==> config.mk <==
export PLATFORM = sky130hd
export DESIGN_NAME = uart_tx_fifo
export DESIGN_NICKNAME = d
export VERILOG_FILES = /design/src/rtl/uart_tx_fifo.sv
export SDC_FILE = /design/constraint.sdc
export NUM_CORES = 1
export LEC_CHECK = 0
export ABC_AREA = 1
export BUFFER_PORTS_ARGS = -buffer_cell sky130_fd_sc_hd__clkbuf_2
export CORE_ASPECT_RATIO = 1.25
export CORE_MARGIN = 2
export CORE_UTILIZATION = 50
export CTS_CLUSTER_SIZE = 30
export DETAILED_ROUTE_END_ITERATION = 16
export HOLD_SLACK_MARGIN = 0.05
export PLACE_DENSITY = 0.67
export SETUP_SLACK_MARGIN = 0.5
export SYNTH_ARGS = -nofsm -noshare
export SYNTH_HDL_FRONTEND = slang
export SYNTH_SLANG_ARGS = --single-unit
==> constraint.sdc <==
create_clock -name clk -period 4.7 [get_ports clk]
set_clock_uncertainty 0.15 [all_clocks]
set_input_delay 0.47 -clock clk [delete_from_list [all_inputs] [get_ports clk]]
set_output_delay 0.47 -clock clk [all_outputs]
set_load 0.02 [all_outputs]
==> src/rtl/uart_tx_fifo.sv <==
// Byte FIFO feeding a UART transmitter: 8N1 frames on tx, LSB first.
// Define UART_TX_PARITY_EN to insert an even-parity bit between data and stop.
module uart_tx_fifo #(
    parameter int CLKS_PER_BIT = 104,
    parameter int FIFO_DEPTH   = 8,
    parameter int CNT_W        = $clog2(FIFO_DEPTH) + 1
) (
    input  logic             clk,
    input  logic             rst,
    input  logic             wr_en,
    input  logic [7:0]       wr_data,
    output logic             tx,
    output logic             full,
    output logic             empty,
    output logic             busy,
    output logic [CNT_W-1:0] count,
    output logic             overflow
);

    localparam int PTR_W  = $clog2(FIFO_DEPTH);
    localparam int BAUD_W = (CLKS_PER_BIT > 1) ? $clog2(CLKS_PER_BIT) : 1;

`ifdef UART_TX_PARITY_EN
    typedef enum logic [2:0] {
        S_IDLE,
        S_START,
        S_DATA,
        S_PARITY,
        S_STOP
    } state_t;
`else
    typedef enum logic [1:0] {
        S_IDLE,
        S_START,
        S_DATA,
        S_STOP
    } state_t;
`endif

    logic [7:0]        mem_q [FIFO_DEPTH];
    logic [PTR_W-1:0]  wr_ptr_q, wr_ptr_d;
    logic [PTR_W-1:0]  rd_ptr_q, rd_ptr_d;
    logic [CNT_W-1:0]  count_q, count_d;
    logic              overflow_q, overflow_d;
    state_t            state_q, state_d;
    logic [BAUD_W-1:0] baud_q, baud_d;
    logic [2:0]        bit_q, bit_d;
    logic [7:0]        shift_q, shift_d;
    logic              tx_q, tx_d;
`ifdef UART_TX_PARITY_EN
    logic              parity_q, parity_d;
`endif

    logic       full_w;
    logic       empty_w;
    logic       push;
    logic       pop;
    logic       baud_done;
    logic [7:0] head;

    // Status comes only from the registered count, so wr_en never reaches full/empty.
    assign full_w    = (count_q == CNT_W'(FIFO_DEPTH));
    assign empty_w   = (count_q == '0);
    assign push      = wr_en & ~full_w;
    assign baud_done = (baud_q == BAUD_W'(CLKS_PER_BIT - 1));
    assign head      = mem_q[rd_ptr_q];

    // Storage is a plain register file, written one entry at a time.
    for (genvar gi = 0; gi < FIFO_DEPTH; gi++) begin : g_mem
        always_ff @(posedge clk) begin
            if (push && (wr_ptr_q == PTR_W'(gi))) begin
                mem_q[gi] <= wr_data;
            end
        end
    end

    always_comb begin
        state_d = state_q;
        baud_d  = baud_q;
        bit_d   = bit_q;
        shift_d = shift_q;
        tx_d    = tx_q;
        pop     = 1'b0;

        case (state_q)
            S_IDLE: begin
                tx_d   = 1'b1;
                baud_d = '0;
                if (!empty_w) begin
                    pop     = 1'b1;
                    tx_d    = 1'b0;
                    state_d = S_START;
                end
            end
            S_START: begin
                if (baud_done) begin
                    baud_d  = '0;
                    tx_d    = shift_q[0];
                    bit_d   = 3'd0;
                    state_d = S_DATA;
                end else begin
                    baud_d = baud_q + BAUD_W'(1);
                end
            end
            S_DATA: begin
                if (baud_done) begin
                    baud_d = '0;
                    if (bit_q == 3'd7) begin
`ifdef UART_TX_PARITY_EN
                        tx_d    = parity_q;
                        state_d = S_PARITY;
`else
                        tx_d    = 1'b1;
                        state_d = S_STOP;
`endif
                    end else begin
                        shift_d = {1'b0, shift_q[7:1]};
                        tx_d    = shift_q[1];
                        bit_d   = bit_q + 3'd1;
                    end
                end else begin
                    baud_d = baud_q + BAUD_W'(1);
                end
            end
`ifdef UART_TX_PARITY_EN
            S_PARITY: begin
                if (baud_done) begin
                    baud_d  = '0;
                    tx_d    = 1'b1;
                    state_d = S_STOP;
                end else begin
                    baud_d = baud_q + BAUD_W'(1);
                end
            end
`endif
            S_STOP: begin
                if (baud_done) begin
                    baud_d = '0;
                    // Chain straight into the next start bit when more data waits.
                    if (!empty_w) begin
                        pop     = 1'b1;
                        tx_d    = 1'b0;
                        state_d = S_START;
                    end else begin
                        tx_d    = 1'b1;
                        state_d = S_IDLE;
                    end
                end else begin
                    baud_d = baud_q + BAUD_W'(1);
                end
            end
            default: begin
                tx_d    = 1'b1;
                baud_d  = '0;
                state_d = S_IDLE;
            end
        endcase

        if (pop) begin
            shift_d = head;
        end
    end

`ifdef UART_TX_PARITY_EN
    always_comb begin
        parity_d = parity_q;
        if (pop) begin
            parity_d = ^head;
        end
    end
`endif

    always_comb begin
        wr_ptr_d   = push ? (wr_ptr_q + PTR_W'(1)) : wr_ptr_q;
        rd_ptr_d   = pop  ? (rd_ptr_q + PTR_W'(1)) : rd_ptr_q;
        overflow_d = overflow_q | (wr_en & full_w);
        case ({push, pop})
            2'b10:   count_d = count_q + CNT_W'(1);
            2'b01:   count_d = count_q - CNT_W'(1);
            default: count_d = count_q;
        endcase
    end

    always_ff @(posedge clk or negedge rst) begin
        if (!rst) begin
            wr_ptr_q   <= '0;
            rd_ptr_q   <= '0;
            count_q    <= '0;
            overflow_q <= 1'b0;
            state_q    <= S_IDLE;
            baud_q     <= '0;
            bit_q      <= 3'd0;
            shift_q    <= 8'd0;
            tx_q       <= 1'b1;
        end else begin
            wr_ptr_q   <= wr_ptr_d;
            rd_ptr_q   <= rd_ptr_d;
            count_q    <= count_d;
            overflow_q <= overflow_d;
            state_q    <= state_d;
            baud_q     <= baud_d;
            bit_q      <= bit_d;
            shift_q    <= shift_d;
            tx_q       <= tx_d;
        end
    end

`ifdef UART_TX_PARITY_EN
    always_ff @(posedge clk or negedge rst) begin
        if (!rst) begin
            parity_q <= 1'b0;
        end else begin
            parity_q <= parity_d;
        end
    end
`endif

    assign tx       = tx_q;
    assign full     = full_w;
    assign empty    = empty_w;
    assign busy     = (state_q != S_IDLE);
    assign count    = count_q;
    assign overflow = overflow_q;

endmodule

==> impl_metrics.py, run 1 <==
metrics = {
    "yosys": {
        "synth-edff-count": 64,
        "synth_cell_type_count": 34,
        "synth_ff_type": "edfxtp_1",
        "syn_area_um2": 4500,
        "synth_area_leaders": "edfxtp_1 (43%), dfrtp_1 (17%), nand2_1 (12%), ha_1 (5.0%), inv_1 (3.1%)",
        "synth_seq_cells": 96,
        "synth_common_cells": "nand2_1 (147), edfxtp_1 (64), inv_1 (37)",
        "synth-async-reset-ratio_pct": 33.3,
        "yosysMostFrequentCell": "nand2_1",
        "syn_inst": 448,
        "synth_area_leader_cell": "edfxtp_1",
        "syn-mean-instance-area_um2": 10.0,
        "ys_warn_count": 0,
        "synth_top_area_share_pct": 42.7,
        "synth.net_count": 477,
        "yosysSeqAreaShare_pct": 60.5,
    },
    "power": {
        "switching_share_pct": 30.6,
        "p_per_area_nw_per_um2": 389,
        "switching_power_mw": 0.586,
        "p_int_mw": 1.33,
        "p_clk_share_pct": 25.7,
        "combPwrFrac_pct": 18.1,
        "power.leakage_nw": 2.10,
        "irDropWorstVdd_uv": 247,
        "total_power_mw": 1.91,
        "p_seq_share_pct": 56.3,
    },
    "setup_path": {
        "cpLargestDelayFamily": "adder cells",
        "critPathKind": "reg2reg",
        "critPathLaunchType": "flip-flop",
        "path_max_fanout": 16,
        "path_cells": "inv_1 > ha_1 > inv_1 > nand3_4 > nand2_4 > ha_1 > xor2_1 > ha_1 > a21oi_1 > xor2_1 > o21ai_0",
        "cp.required_ns": 4.83,
        "max_stage_delay_ns": 0.42,
        "critPathBufInv": 2,
        "crit_slowest_cell": "dfrtp_1",
        "worst_r2r_path_depth": 11,
        "critPathMostFrequentCell": "ha_1",
        "r2r_slack_ns": 1.98,
        "endpoint_kind": "flip-flop",
        "critPathArrivalTime_ns": 2.86,
        "timing.rr.end": "count[2]$_DFFE_PN0P_",
        "r2r_start": "state_q[0]$_DFFE_PN0P_",
    },
    "drt": {
        "drtIter0Drc": 175,
        "ant_nets": 0,
        "avgViaCountPerCell": 5.09,
        "dr.pass1.iters": 4,
        "post-route-drc-count": 0,
        "wl_mm": 8.26,
        "wire_per_inst_um": 13.8,
        "vias": 3042,
    },
    "global_routing": {
        "grt_pass1_vias": 2926,
        "antenna_found_initial": 0,
        "grt_pass1_wl_mm": 13.8,
        "grt_max_degree": 43,
        "grt_use_total_pct": 18.8,
        "grt.overflow.total": 0,
    },
    "floorplanning": {
        "coreArea_um2": 8700,
        "num_rows": 38,
        "die_h_um": 110,
        "ioPinCount": 20,
        "die_w_um": 88.9,
        "initial_core_util_pct": 51.7,
        "fp.dieArea_um2": 9780,
    },
    "cts": {
        "cts_tree": "done",
        "cts_resized": 0,
        "root_buffer": "clkbuf_8",
        "clk_latency_ns": 0.36,
        "htree_num_levels": 3,
        "cts_buffers": 9,
        "cts_setup_buffers": 0,
        "clkTransAtPathRegs_ns": 0.09,
        "clkSinkCount": 96,
        "clockBufferDepth": 2,
    },
    "layout": {
        "instances_no_fill": 598,
        "layout.nets": 502,
        "areaGrowthSynthToFinish_pct": 9.17,
        "antenna_cells": 0,
        "fill_cells": 749,
        "regArea_um2": 2720,
        "multi_input_area_um2": 1550,
        "drive_above_1_share_pct": 11.7,
    },
    "timing": {
        "slew_violations": 0,
        "fmax_mhz": 367,
        "rsz0062_at_grt": "false",
        "slew_headroom_pct": 40.9,
        "setup_tns_ns": 0,
        "finalSetupViolations": 0,
        "worst_pin_slew_ns": 0.883,
        "hold_viol_final": 0,
        "timing.final.crit_share_pct": 58.0,
        "fin_crit_ns": 2.72,
    },
    "place": {
        "gp_congestion": 0.863,
        "io_buffers": 19,
        "dp_hpwl_mm": 5.58,
        "dp_cells": 581,
    },
    "hold_path": {
        "min-delay-start": "wr_en",
        "hp-class": "in2reg",
        "hold_path_depth": 2,
        "min_to": "overflow$_DFF_PN0_",
    },
    "flow_run": {
        "maxCapViolations": 0,
    },
    "run_status": {
        "status": "completed",
    },
}
[how the worst max path moves through the flow]
stage,startpoint,endpoint,slack [ns],cells past startpoint
floorplan,state_q[0]$_DFFE_PN0P_,count[2]$_DFFE_PN0P_,2.28,12
global placement,state_q[0]$_DFFE_PN0P_,count[2]$_DFFE_PN0P_,2.15,11
detailed placement,state_q[0]$_DFFE_PN0P_,count[2]$_DFFE_PN0P_,2.02,11
CTS,state_q[0]$_DFFE_PN0P_,count[2]$_DFFE_PN0P_,1.99,11
global route,state_q[0]$_DFFE_PN0P_,count[2]$_DFFE_PN0P_,1.71,11
finish,state_q[0]$_DFFE_PN0P_,count[2]$_DFFE_PN0P_,1.98,11
[layout by cell type (no fill, tap or decap), types with 2 or more instances in the layout]
cell type	instances
clkinv_1	2
clkinvlp_4	2
nand3_4	2
dfrtp_1	31
nand3_2	2
o21ai_0	20
inv_1	37
nor2_1	35
a21oi_1	3
a22o_1	2
clkbuf_8	9
xor2_1	5
nand4_1	15
clkbuf_2	19
nand3_1	21
nor2_2	2
nor3_1	7
inv_2	2
o211ai_1	2
ha_1	18
nor2_4	2
buf_4	7
clkinv_4	2
edfxtp_1	64
o21ai_1	8
nand2_1	147
[what timing repair did]
| item | 4_1_cts | 5_1_grt |
|---|---|---|
| hold endpoints to repair | 31 | 0 |
| hold buffers | 1 | 0 |
| endpoints found under the setup margin | 0 | 0 |
[power groups by stage]
stage                     Clock (mW)  Combinational, mW  Sequential, mW
final                          0.491              0.346            1.08
after global routing           0.543              0.394            1.09
after CTS                      0.505              0.352            1.08
after detailed placement           0              0.349            1.10
after global placement             0              0.336            1.09
after floorplan                    0              0.205            1.11
[per-layer routing]
metal	track usage [%]	vias to the layer above	part of all wire [%]
li1	-	1543	-
met1	24.2	1450	45
met2	31.7	38	51
met3	2.68	11	2.2
met4	7.79	0	1.8
met5	0	-	0
[per-stage QoR]
| stage | worst slack, ns | utilization [%] | hold WS (ns) | instance area, µm² |
|---|---|---|---|---|
| floorplan | 2.28 | - | 0.0244 | 4500 |
| global placement | 2.15 | 54.3 | 0.288 | 4720 |
| detailed placement | 2.02 | 54.3 | 0.298 | 4720 |
| CTS | 1.99 | 56.5 | 0.165 | 4910 |
| finish | 1.98 | 56.5 | 0.178 | 4910 |
| global route | 1.71 | 56.5 | 0.167 | 4910 |
[sequential cells by signal (all words and copies together), names as in the netlist]
name      count
shift_q       8
overflow      1
mem_q        64
tx            1
count         4
bit_q         3
rd_ptr_q      3
wr_ptr_q      3
state_q       2
baud_q        7
[cell families (layout without fill, tap and decap cells)]
family | count (synthesis) | after routing | share of synthesized area, %
simple gates | 236 | 236 | 22.9
flops | 96 | 96 | 60.5
fa+ha+maj | 18 | 18 | 5.00
xor+xnor | 6 | 6 | 1.17
compound gates | 39 | 39 | 5.37
buf+inv | 53 | 83 | 5.00
[area by class of cell]
cell class              instances  area share [%]
flip-flops and latches         96            55.4
multi-input cells             299            31.6
clock buffers                   9            2.52
repair buffers                 27            3.21
well taps                     120            3.06
inverters                      40            3.06
clock inverters                 7            1.15
(Power assumes the default switching activity.)
==> inputs of run 2 (changes only) <==
Clock period 4.7 ns to 2.7 ns, I/O delays scaled along.
==> run 2 against run 1 <==
Compared with the run above:
- via count up 3.6%
- global-route usage up 0.28 points
- sequential power up 75%
- core utilization up 2.8 points
- critical path depth unchanged
- sequential cell count unchanged
- setup slack worse by 1.4 ns
- sequential share of layout area down 2.6 points
- cell area up 5.0%
- largest cell class unchanged
==> impl_metrics.py, run 2 (synthesis results as in run 1) <==
metrics = {
    "hold_path": {
        "hp-class": "in2reg",
        "hold_path_depth": 1,
    },
    "drt": {
        "post-route-drc-count": 0,
        "vias": 3152,
        "wl_mm": 8.70,
        "ant_nets": 0,
        "drtIter0Drc": 143,
        "wire_per_inst_um": 14.1,
        "avgViaCountPerCell": 5.10,
        "dr.pass1.iters": 6,
    },
    "timing": {
        "finalSetupViolations": 0,
        "worst_pin_slew_ns": 0.879,
        "fmax_mhz": 467,
        "slew_violations": 0,
        "timing.final.crit_share_pct": 79.3,
        "hold_viol_final": 0,
        "slew_headroom_pct": 41.2,
        "rsz0062_at_grt": "true",
        "worst_slack_ns": 0.559,
        "fin_crit_ns": 2.14,
        "setup_tns_ns": 0,
    },
    "floorplanning": {
        "num_rows": 38,
        "coreArea_um2": 8700,
        "die_w_um": 88.9,
        "die_h_um": 110,
        "fp.dieArea_um2": 9780,
        "ioPinCount": 20,
        "initial_core_util_pct": 51.7,
    },
    "power": {
        "power.leakage_nw": 2.19,
        "irDropWorstVdd_uv": 387,
        "p_per_area_nw_per_um2": 648,
    },
    "setup_path": {
        "worst_r2r_path_depth": 11,
        "crit_path_start": "state_q[1]$_DFFE_PN0P_",
        "critPathKind": "reg2reg",
        "critPathLaunchType": "flip-flop",
        "timing.rr.end": "count[2]$_DFFE_PN0P_",
        "r2r_slack_ns": 0.56,
        "r2r_start": "state_q[1]$_DFFE_PN0P_",
        "critPathCapture": "count[2]$_DFFE_PN0P_",
        "path_max_fanout": 8,
        "critPathArrivalTime_ns": 2.28,
        "endpoint_kind": "flip-flop",
        "cp.required_ns": 2.83,
    },
    "layout": {
        "top_register": "mem_q",
        "multi_input_area_um2": 1640,
        "antenna_cells": 0,
        "reg_top3": "mem_q (64), shift_q (8), baud_q (7)",
        "final_cell_mix": "nand2_1 (145), edfxtp_1 (64), nor2_1 (35)",
        "drive_above_1_share_pct": 16.1,
        "regArea_um2": 2730,
        "final_common_cell": "nand2_1",
        "fill_cells": 724,
        "areaGrowthSynthToFinish_pct": 14.7,
        "largest_register_ffs": 64,
        "instances_no_fill": 618,
        "layout.nets": 523,
    },
    "cts": {
        "htree_num_levels": 3,
        "root_buffer": "clkbuf_8",
        "clockBufferDepth": 2,
        "clkTransAtPathRegs_ns": 0.09,
        "cts_tree": "done",
        "clk_latency_ns": 0.36,
        "clkSinkCount": 96,
        "cts_buffers": 9,
    },
    "global_routing": {
        "grt_max_degree": 42,
        "grt_use_total_pct": 19.1,
        "antenna_found_initial": 0,
        "grt_pass1_wl_mm": 13.8,
        "grt.overflow.total": 0,
        "grt_pass1_vias": 2901,
    },
    "place": {
        "io_buffers": 19,
        "gp_congestion": 0.821,
        "dp_hpwl_mm": 5.67,
        "dp_cells": 583,
        "place_ws_ns": 0.300,
    },
    "run_status": {
        "status": "completed",
    },
    "flow_run": {
        "maxCapViolations": 0,
    },
}
run 2: changes by cell type in the layout (fill, tap and decap cells not counted), sizes merged:
cell         change
clkbuf           +1
dlygate4sd3      +8
inv              -1
buf             +13
clkinvlp         -1
run 2: repair_timing:
item | CTS | global route
resized for setup | 3 | 4
hold buffers | 9 | 0
pin swaps | 4 | 3
gates cloned | 0 | 0
endpoints found under the hold margin | 84 | 0
endpoints found under the setup margin | 8 | 19
setup buffers | 5 | 6
run 2: final cells by class:
cell class                 instances  share of cell area (%)
clock buffer                      10                    2.47
clock inverter                     5                   0.655
inverter                          40                    2.96
multi-input combinational        299                    31.7
sequential                        96                    52.8
tap                              120                    2.91
timing repair buffer              48                    6.50
run 2: metrics by stage:
| step | util [%] | cell area (µm²) | hold slack, ns | power (mW) |
|---|---|---|---|---|
| floorplan | - | 4550 | -0.176 | 2.31 |
| global placement | 55.0 | 4790 | 0.246 | 2.51 |
| detailed placement | 55.0 | 4790 | 0.257 | 2.54 |
| CTS | 58.6 | 5100 | 0.0510 | 3.35 |
| global route | 59.3 | 5160 | 0.0582 | 3.52 |
| finish | 59.3 | 5160 | 0.0626 | 3.34 |
run 2: worst max-delay path: stages, from the launching register on:
cell,delay [ns]
dfrtp_1,0.44
inv_2,0.12
ha_4,0.22
inv_4,0.09
nand3_4,0.10
nand2_8,0.11
ha_4,0.17
xor2_4,0.17
ha_2,0.19
a21oi_2,0.04
xor2_1,0.15
o21ai_0,0.13
run 2: per-layer routing:
metal | wire (µm) | GRT usage, % | vias up
met5 | 0 | 0 | -
met4 | 137 | 7.58 | 0
met3 | 172 | 2.68 | 12
met2 | 4550 | 34.5 | 42
met1 | 3850 | 22.5 | 1523
li1 | - | - | 1575
run 2: report_power, final:
| part | switching, mW | total [mW] | leakage, nW | internal, mW |
|---|---|---|---|---|
| combinational | 0.417 | 0.643 | 1.14 | 0.226 |
| clock | 0.477 | 0.807 | 0.0802 | 0.330 |
| sequential | 0.117 | 1.89 | 0.967 | 1.78 |
| total | 1.01 | 3.34 | 2.19 | 2.33 |
run 2: worst min-delay path by stage:
stage	start	slack, ns	end
final	wr_data[3]	0.06	mem_q[6][3]$_DFFE_PP_
after global routing	wr_data[3]	0.06	mem_q[7][3]$_DFFE_PP_
after CTS	wr_data[3]	0.05	mem_q[6][3]$_DFFE_PP_
after detailed placement	rst	0.26	baud_q[5]$_DFF_PN0_
after global placement	rst	0.25	baud_q[5]$_DFF_PN0_
after floorplan	rst	-0.18	baud_q[0]$_DFF_PN0_
==> inputs of run 3 (changes only) <==
Clock period 2.7 ns to 2 ns, I/O delays scaled along.
==> run 3 against run 2 <==
Compared with the run above:
- the run now ends with negative setup slack left
- clock-buffer cell count shrank 1
- via count grew 6.9%
- core utilization rose by 9.9 points
- sequential power increased by 33%
- combinational power grew 130%
- largest power group unchanged
==> impl_metrics.py, run 3 (synthesis results as in run 1) <==
metrics = {
    "global_routing": {
        "grt_pass1_wl_mm": 15.8,
        "grt_use_total_pct": 21.7,
        "grt_pass1_vias": 3373,
        "grt.overflow.total": 0,
        "grt_max_degree": 26,
        "antenna_found_initial": 0,
    },
    "setup_path": {
        "cp.required_ns": 2.11,
        "critPathCapture": "count[2]$_DFFE_PN0P_",
        "r2r_start": "state_q[1]$_DFFE_PN0P_",
        "critPathArrivalTime_ns": 2.34,
        "r2r_slack_ns": -0.23,
        "worst_r2r_path_depth": 11,
        "timing.rr.end": "count[2]$_DFFE_PN0P_",
        "path_max_fanout": 3,
        "crit_path_start": "state_q[1]$_DFFE_PN0P_",
        "critPathKind": "reg2reg",
        "endpoint_kind": "flip-flop",
        "critPathLaunchType": "flip-flop",
    },
    "run_status": {
        "status": "complete, but fails checks",
        "violations": "negative setup slack",
    },
    "cts": {
        "clk_latency_ns": 0.36,
        "clkSinkCount": 96,
        "cts_tree": "done",
        "cts_buffers": 9,
        "clkTransAtPathRegs_ns": 0.09,
        "root_buffer": "clkbuf_8",
        "htree_num_levels": 3,
        "clockBufferDepth": 2,
    },
    "drt": {
        "vias": 3371,
        "avgViaCountPerCell": 5.12,
        "wl_mm": 10.6,
        "ant_nets": 0,
        "drtIter0Drc": 256,
        "dr.pass1.iters": 5,
        "wire_per_inst_um": 16.0,
        "post-route-drc-count": 0,
    },
    "power": {
        "irDropWorstVdd_uv": 604,
        "p_per_area_nw_per_um2": 864,
        "power.leakage_nw": 2.57,
        "total_power_mw": 5.20,
    },
    "timing": {
        "worst_pin_slew_ns": 0.455,
        "hold_viol_final": 0,
        "finalHoldWorstSlack_ns": 0.118,
        "timing.final.crit_share_pct": 111,
        "fmax_mhz": 449,
        "finalSetupViolations": 2,
        "fin_crit_ns": 2.23,
        "worst_slack_ns": -0.229,
        "rsz0062_at_grt": "true",
        "slew_headroom_pct": 69.6,
        "slew_violations": 0,
    },
    "place": {
        "io_buffers": 19,
        "place_area_um2": 5010,
        "gp_congestion": 0.785,
        "dp_hpwl_mm": 6.20,
    },
    "floorplanning": {
        "die_w_um": 88.9,
        "num_rows": 38,
        "initial_core_util_pct": 51.7,
        "coreArea_um2": 8700,
        "fp.dieArea_um2": 9780,
        "ioPinCount": 20,
        "die_h_um": 110,
    },
    "flow_run": {
        "maxCapViolations": 0,
    },
    "layout": {
        "final_common_cell": "nand2_1",
        "areaGrowthSynthToFinish_pct": 33.8,
        "fill_cells": 623,
        "layout.nets": 563,
        "final_cell_mix": "nand2_1 (127), edfxtp_1 (64), buf_4 (36)",
        "reg_top3": "mem_q (64), shift_q (8), baud_q (7)",
        "final_area_um2": 6020,
        "largest_register_ffs": 64,
        "drive_above_1_share_pct": 34.0,
        "top_register": "mem_q",
        "antenna_cells": 0,
    },
    "hold_path": {
        "hp-class": "in2async",
    },
}
## run 3: changes by cell type in the layout (fill, tap and decap cells not counted), moves of 10 or more
cell	delta
nand3_2	+10
buf_6	+17
inv_1	-10
nand2_1	-18
nand3_1	-11
buf_4	+16
## run 3: area by class of cell
type                            count  area [µm²]  share of cell area (%)
Sequential cell                    96        2730                    45.3
Clock buffer                        9         124                    2.06
Multi-Input combinational cell    300        1990                    33.0
Timing Repair Buffer               87         806                    13.4
Tap cell                          120         150                    2.49
Clock inverter                      6        61.3                    1.02
Inverter                           40         165                    2.74
## run 3: worst min-delay path by stage
stage           from                      end  slack [ns]  cells past startpoint
4_1_cts        wr_en  wr_ptr_q[2]$_DFFE_PN0P_        0.07                      3
3_5_place_dp     rst      baud_q[6]$_DFF_PN0_       -0.03                      1
2_1_floorplan    rst      baud_q[0]$_DFF_PN0_       -0.25                      0
5_1_grt        wr_en  wr_ptr_q[2]$_DFFE_PN0P_        0.14                      3
6_report         rst      baud_q[6]$_DFF_PN0_        0.12                      2
3_3_place_gp     rst      baud_q[6]$_DFF_PN0_       -0.02                      1
## run 3: metrics by stage
stage	instances	setup TNS (ns)	setup slack, ns	util, %
2_1_floorplan	448	-7.49	-0.180	-
3_3_place_gp	609	0	0.00331	57.6
3_5_place_dp	609	-0.307	-0.0841	57.6
4_1_cts	645	-0.140	-0.0777	64.2
5_1_grt	658	-0.650	-0.290	69.2
6_report	658	-0.396	-0.229	69.2
## run 3: worst max-delay path, stage by stage, from the launching register on
cell	delay, ns
dfrtp_1	0.45
inv_2	0.08
ha_4	0.29
inv_4	0.05
nand3_4	0.06
nand2_4	0.07
ha_4	0.18
xor2_4	0.16
ha_4	0.16
a21oi_2	0.16
xor2_1	0.22
o21ai_1	0.08
## run 3: timing repair
action,in CTS,in global routing
setup endpoints to repair,93,96
hold buffers,10,0
buffers inserted,10,12
hold endpoints to repair,97,0
cloned,1,1
resized for setup,53,78
pin swaps,29,27
## run 3: layer usage
metal,GRT usage (%),part of all wire (%),wire length (µm)
met1,25.4,39,4090
met2,38.8,55,5770
met3,2.90,2.8,300
met4,10.5,3.7,393
met5,0,0,0
## run 3: where the power goes
group / internal (mW) / switching [mW] / total (mW) / leakage [nW]
sequential: 2.40 / 0.111 / 2.51 / 0.965
combinational: 0.618 / 0.844 / 1.46 / 1.52
clock: 0.565 / 0.667 / 1.23 / 0.0864
total: 3.58 / 1.62 / 5.20 / 2.57
